## src/rtl/data_memory_pkg.sv

```systemverilog
// Shared types and constants for the block-granular data memory responder.
// Imported by data_memory and mem_latency_counter.
package data_memory_pkg;

    localparam int DMEM_BLOCK_W         = 32;
    localparam int DMEM_ADDR_W          = 6;
    localparam int DMEM_DEFAULT_LATENCY = 5;
    localparam int DMEM_CNT_W           = 4;

    typedef enum logic [1:0] {
        IDLE = 2'd0,
        BUSY = 2'd1,
        DONE = 2'd2
    } dmem_state_e;

    // Access captured on the accepting edge; held stable for the whole BUSY phase.
    typedef struct packed {
        logic                    write;
        logic [DMEM_ADDR_W-1:0]  addr;
        logic [DMEM_BLOCK_W-1:0] data;
    } dmem_req_t;

endpackage

```

## src/rtl/mem_latency_counter.sv

```systemverilog
// Loadable down-counter that times the BUSY phase of a memory access.
// Saturates at zero; 'zero' flags the commit cycle.
module mem_latency_counter
    import data_memory_pkg::*;
#(
    parameter int W = DMEM_CNT_W
) (
    input  logic         clk,
    input  logic         rst,
    input  logic         load,
    input  logic         en,
    input  logic [W-1:0] load_value,
    output logic         zero
);

    logic [W-1:0] count;

    // NOTE: sequential state uses non-blocking assignments so every flop samples pre-edge values.
    always_ff @(posedge clk or posedge rst) begin
        if (rst) begin
            count <= '0;
        end else if (load) begin
            count <= load_value;
        end else if (en && (count != '0)) begin
            count <= count - W'(1);
        end
    end

    assign zero = (count == '0);

endmodule

```

## src/rtl/data_memory.sv

```systemverilog
// Block data memory responding to the data cache with a fixed access latency.
// Optional commit trace under `DATA_MEMORY_TRACE_EN (simulation only).
module data_memory
    import data_memory_pkg::*;
#(
    parameter int LATENCY = DMEM_DEFAULT_LATENCY,
    parameter int DEPTH   = 64
) (
    input  logic                    CLK,
    input  logic                    RESET,
    input  logic                    mem_read,
    input  logic                    mem_write,
    input  logic [DMEM_ADDR_W-1:0]  mem_address,
    input  logic [DMEM_BLOCK_W-1:0] mem_writedata,
    output logic [DMEM_BLOCK_W-1:0] mem_readdata,
    output logic                    mem_busywait
);

    localparam logic [DMEM_CNT_W-1:0] LOAD_VALUE = DMEM_CNT_W'(LATENCY - 1);

    dmem_state_e             state;
    dmem_state_e             next_state;
    dmem_req_t               req_q;
    logic [DMEM_BLOCK_W-1:0] mem_array [DEPTH];

    logic request;
    logic busy_comb;
    logic cnt_load;
    logic cnt_en;
    logic cnt_zero;
    logic commit;

    assign request = mem_read | mem_write;

    mem_latency_counter #(
        .W (DMEM_CNT_W)
    ) u_latency_counter (
        .clk        (CLK),
        .rst        (RESET),
        .load       (cnt_load),
        .en         (cnt_en),
        .load_value (LOAD_VALUE),
        .zero       (cnt_zero)
    );

    always_ff @(posedge CLK or posedge RESET) begin
        if (RESET) begin
            state <= IDLE;
        end else begin
            state <= next_state;
        end
    end

    // NOTE: every combinational output gets a default first, so no path can infer a latch.
    always_comb begin
        next_state = state;
        case (state)
            IDLE:    if (request) next_state = BUSY;
            BUSY:    if (cnt_zero) next_state = DONE;
            DONE:    next_state = IDLE;
            default: next_state = IDLE;
        endcase
    end

    always_comb begin
        busy_comb = 1'b0;
        cnt_load  = 1'b0;
        cnt_en    = 1'b0;
        commit    = 1'b0;
        case (state)
            IDLE: begin
                busy_comb = request;
                cnt_load  = request;
            end
            BUSY: begin
                busy_comb = 1'b1;
                cnt_en    = 1'b1;
                commit    = cnt_zero;
            end
            default: ;
        endcase
    end

    // Reset is async, so a request held across it would otherwise leak through IDLE.
    assign mem_busywait = busy_comb & ~RESET;

    // A simultaneous read and write resolves to a write.
    always_ff @(posedge CLK or posedge RESET) begin
        if (RESET) begin
            req_q <= '0;
        end else if ((state == IDLE) && request) begin
            req_q.write <= mem_write;
            req_q.addr  <= mem_address;
            req_q.data  <= mem_writedata;
        end
    end

    // NOTE: the array is cleared by reset on purpose; this costs flops instead of RAM macros.
    always_ff @(posedge CLK or posedge RESET) begin
        if (RESET) begin
            for (int i = 0; i < DEPTH; i++) begin
                mem_array[i] <= '0;
            end
        end else if (commit && req_q.write) begin
            mem_array[req_q.addr] <= req_q.data;
        end
    end

    always_ff @(posedge CLK or posedge RESET) begin
        if (RESET) begin
            mem_readdata <= '0;
        end else if (commit && !req_q.write) begin
            mem_readdata <= mem_array[req_q.addr];
        end
    end

`ifdef DATA_MEMORY_TRACE_EN
    always @(posedge CLK) begin
        if (!RESET && commit) begin
            $display("%0t data_memory %s addr=%0d data=%h", $time,
                     req_q.write ? "W" : "R", req_q.addr,
                     req_q.write ? req_q.data : mem_array[req_q.addr]);
        end
    end
`else
    // Trace disabled: no trace logic is compiled.
`endif

endmodule

```

## config.mk

```make
export PLATFORM = sky130hd
export DESIGN_NAME = data_memory
export DESIGN_NICKNAME = d
export VERILOG_FILES = /design/src/rtl/data_memory_pkg.sv /design/src/rtl/mem_latency_counter.sv /design/src/rtl/data_memory.sv
export SDC_FILE = /design/constraint.sdc
export NUM_CORES = 2
export LEC_CHECK = 0
export CORE_MARGIN = 4
export CORE_UTILIZATION = 54
export CTS_BUF_LIST = sky130_fd_sc_hd__clkbuf_8
export CTS_CLUSTER_SIZE = 30
export DETAILED_ROUTE_END_ITERATION = 10
export PLACE_DENSITY_LB_ADDON = 0.08
export SYNTH_ARGS = -nofsm -noshare
export SYNTH_HDL_FRONTEND = slang
export SYNTH_SLANG_ARGS = --single-unit
export TNS_END_PERCENT = 50
```

## constraint.sdc

```tcl
create_clock -name CLK -period 60.3 [get_ports CLK]
set_input_delay 6.03 -clock CLK [delete_from_list [all_inputs] [get_ports CLK]]
set_output_delay 6.03 -clock CLK [all_outputs]
set_load 0.02 [all_outputs]
```

Word level (Yosys, flattened, before mapping)
Cells that the tools add are included.

storage, ports and cells
  flip-flop bits (word level) = 2125
  bits of input ports = 42
  output and inout port bits = 33
  logic and storage cells = 106

cells by class
  $add $sub $neg = 1
  order comparisons = 2
  equality and inequality tests = 3
  mux-type cells = 15
  bitwise gates (word level) = 4
  reduce and logical (&&, ||, !) cells = 11

operators with widths
  kind                                                 count
  bitwise mux 2048 bit                                 1
  binary-select mux 32 bit (select 6 bit)              1
  demux 32 bit (select 6 bit)                          1
  2-to-1 mux 32 bit                                    3
  2-to-1 mux 4 bit                                     2
  >= comparator 7 bit (second input constant)          1
  < comparator 7 x 1 -> 1 bit (second input constant)  1
  NOT 6 -> 7 bit                                       1
  logical AND 1 bit                                    5
  logical NOT 4 bit                                    1
  2-to-1 mux 2 bit                                     2
  != test 2 bit (second input constant)                2
  one-hot mux 2 bit (2 select lines)                   1
  nonzero test 4 bit                                   1
  subtractor 4 x 1 -> 4 bit (second input constant)    1
  2-to-1 mux 1 bit                                     3
  == test 2 x 1 -> 1 bit (second input constant)       1
  logical NOT 2 bit                                    1
  one-hot mux 1 bit (2 select lines)                   1
  AND reduction 2 bit                                  1
  nonzero test 2 bit                                   1
  bitwise AND 1 bit                                    1
  logical NOT 1 bit                                    1
  NOT 1 bit                                            1
  OR 1 bit                                             1

Depth between registers and ports, before layout
  depth in word-level cells = 6
  gate-level depth with buffers = 11
  gate-level depth less buffers = 7

Modules after synthesis
From an unflattened synthesis, not the netlist that was laid out.

second synthesis, totals
  cells, all modules = 7050
  area total of the unflattened synthesis = 96762.8 um^2

modules (own cells, without submodules)
  module               times used  cells an instance  area an instance (um^2)  sequential area each (um^2)
  data_memory          1           7022               96501.3                  53075.9
  mem_latency_counter  1           28                 261.5                    100.1

Least setup slack after synthesis
No wires, ideal clock.

  path kind = in2out
  start = input port mem_write
  end = output port mem_busywait
  arrival = 6.520 ns
  required time = 54.270 ns
  path slack = 47.750 ns
  cell stages on the path = 2
  path buffers = 0
  cells stage by stage = nor3_1 -> nor3_1

between the ends
  longest elaborated chain between the ends = 3

RTL lines
  what                                RTL line           RTL
  start, declared                     data_memory.sv:12  input logic mem_write,
  OR 1 bit                            data_memory.sv:33  assign request = mem_read | mem_write;
  one-hot mux 1 bit (2 select lines)  data_memory.sv:70  case (state)
  bitwise AND 1 bit                   data_memory.sv:85  assign mem_busywait = busy_comb & ~RESET;
  end, declared                       data_memory.sv:16  output logic mem_busywait

No other way between the ends.

Worst setup path in the final report
Same ends and word-level chain as after synthesis.

==> results.md <==
* Status: finished, final reports clean
* Crit path max fanout at 3
* Worst-path cell chain: clkdlybuf4s50_1, nor3_1, nor3_1, clkdlybuf4s50_1
* Cell Area, Synth at between 0.09 and 0.1 sq mm
* Sequential Power Share at 39.6%
* Sequential area share after synthesis at a little under three fifths
* Synth Flop Type: dfrtp_1
* Die Span Y at between 400 and 500 um
* Leak at 51.1 nW
* RSZ-0062 raised after global routing: false
* Final Power at 4.51 mW
* Clock share of power at a little under 30%
* Synthesis-to-finish area growth at 10.6%
* Setup TNS at 0 ps
* Biggest cell delay along the critical path at around 630 ps
* Post-CTS Setup Bufs at 0
* Cell area after layout at ~0.11 sq mm
* Worst Path Class, Setup: input port to output port
* Die area at roughly 0.19 sq mm
* # setup viols final at 0
* Combinational share of power at 31.5%
* Pwr Density at ~42 mW/mm^2
* Sum of buffers and inverters on the critical path at 2
* Multiplexer share of the synthesized area at between 30% and 40%
* Fill cells at approximately 14k
* Sw frac at 38.4%
* Initial antenna violation count at 21
* I/O Buffers at 74
* Syn nets at ~6.7k
* Main combinational cell family by area after synthesis: multiplexers
* WP data required at 54270 ps
* Row cnt at between 150 and 200
* Final Slew Violations at 0
* CTS root buf: clkbuf_8
* Arrival @ worst endpoint at between 7000 and 8000 ps
* Async S/R FF share, synth at 100%
* DR pass1 iterations at 7
* Total CTS buffers at 372
* Crit. End Element: output port
* EDFF count, synth at 0
* Final nets at between 6k and 7k
* Die Width at 430 um
* Dpl cell area at 0.0992 sq mm
* Min Clock Period, post-route at around 13000 ps
* Synth Area in Adders at 0.0130%
* CTS tree: done
* Clock Skews at 59.4 ps
* DRC viols at 0
* Post-DP HPWL at 176000 um
* Post-synthesis register bit count at ~2.1k
* Total Wirelength at 314000 um
* Post-route ant nets at 0
* Max Cap Viol at 0
* Via density per instance at roughly 6.7
* Worst-Skew Late Latency at approximately 1100 ps
* Vias in the first global route at 62.8k
* First-pass GRT wire length at between 400000 and 500000 um
* Via count at 61.7k
* Startpoint types: input port
* Post-synthesis simple-gate area fraction at 2.49%
* Clock transition at path regs at 50 ps
* WL/cell at around 34 um
* Initial drt markers at between 6k and 7k
* Most common cell after layout, fill and taps aside: mux2_2
* Mapped Cells at ~6.7k
* Core ar. at between 0.15 and 0.2 sq mm
* Synth Area in XOR/XNOR at less than 1%
* Starting Density at a little over half
* # resized after CTS at 0
* Mapped Avg Cell Area at 14.4 sq um
* Remaining Overflow, GRT at 0
* Top Ports at 75
* Headroom to the max-slew limit at 6.73%
* Clock sink count at around 2.1k
* Fmax at roughly 75 MHz
* GRT Util Overall at between 30% and 40%
* Tightest Hold Check Type: flop to flop
* Largest net degree at the start of global routing at roughly 180
* CP max stage cell: clkdlybuf4s50_1
* Synth warn at 0
* Fin. Hold Viols at 0
* Least-Margin Pin Slew at 1380 ps
* Gp weighted congestion at between 0.8 and 0.9
* Distinct cells, synth at 75
* Final worst path period share at between 20% and 30%
* CTS H-tree lvls at 5
* Max VDD drop at ~62 uV
* Cell-internal power at between 2 and 3 mW
* CP delay by family, top: buffers and inverters
* Share of layout cells above drive strength 1 at around 47%
* Largest buffer count on any clock path at 4
* Most frequent cells in the layout: 2114 x mux2_2, 2090 x dfrtp_1, 476 x clkbuf_8
* P_sw at around 1.7 mW
* Cts hold-fix bufs at 0
* Post-synthesis compound-gate area fraction at ~6%
[cell type report]
type / count / area [sq um] / area share, %
flip-flops and latches: 2125 / 53200 / 50.0
diodes: 11 / 27.5 / 0.0259
multi-input cells: 3843 / 40600 / 38.1
well taps: 2340 / 2930 / 2.75
clock inverters: 162 / 682 / 0.641
repair buffers: 283 / 2430 / 2.29
clock buffers: 476 / 6550 / 6.15
inverters: 7 / 37.5 / 0.0353
[metal layers]
metal | wire length (um) | vias up | track usage (%)
met5 | 94 | - | 0
met4 | 13000 | 14 | 13.4
met3 | 27000 | 737 | 9.55
met2 | 142000 | 2533 | 51.2
met1 | 132000 | 33565 | 46.7
li1 | - | 24839 | -
[state kept, by name, summed over array words and instances, names as in the netlist]
signal,cells
u_latency_counter.count,4
req_q,39
mem_readdata,32
mem_array,2048
state,2
[kinds of logic after synthesis]
group | Yosys count
AOI/OAI and AO/OA | 779
adders and majority gates | 1
and+or+nand+nor | 448
buffers and inverters | 718
xor gates and xnor gates | 2
DFF | 2125
muxes | 2613
[Yosys cell counts (all sizes together) (26+ instances only)]
cell type | count | area [sq um]
o21ai | 63 | 315
mux4 | 224 | 5040
a31oi | 42 | 263
a221oi | 206 | 1800
nand3 | 44 | 220
dfrtp | 2125 | 53200
o22ai | 75 | 469
a221o | 26 | 260
clkbuf | 360 | 1350
nand3b | 30 | 225
or3b | 26 | 228
nand2 | 107 | 402
buf | 351 | 1750
mux2i | 197 | 1970
mux2 | 2192 | 24700
a21oi | 99 | 495
nor2 | 113 | 424
a22oi | 100 | 751
[metrics by stage]
stage / setup slack (ps) / instances / hold slack (ps) / util (%)
floorplan: 24760 / 6686 / 449 / -
global placement: 46800 / 8598 / 461 / 56.1
detailed placement: 46890 / 8598 / 470 / 56.1
CTS: 46890 / 9236 / 484 / 60.2
global route: 46820 / 9238 / 493 / 60.2
finish: 46910 / 9247 / 482 / 60.2
[power by group through the flow]
stage / registers [mW] / clock network [mW] / logic [mW]
final: 1.78 / 1.30 / 1.42
after global routing: 1.81 / 1.39 / 1.47
after CTS: 1.78 / 1.32 / 1.40
after detailed placement: 1.81 / 0 / 1.39
after global placement: 1.79 / 0 / 1.38
after floorplan: 1.73 / 0 / 0.881
[final timing paths]
check | from | to | slack, ps | cells past startpoint
min in group asynchronous | RESET | mem_array[1658] | 5700 | 3
worst min-delay path | mem_array[1078] | mem_array[1078] | 480 | 1
worst min register to register | mem_array[1078] | mem_array[1078] | 480 | 1
worst max register to register | req_q[32] | mem_readdata[31] | 54280 | 10
worst max-delay path | mem_write | mem_busywait | 46910 | 4
max in group asynchronous | RESET | mem_array[524] | 50310 | 7
Power figures use the tool's default switching activity.
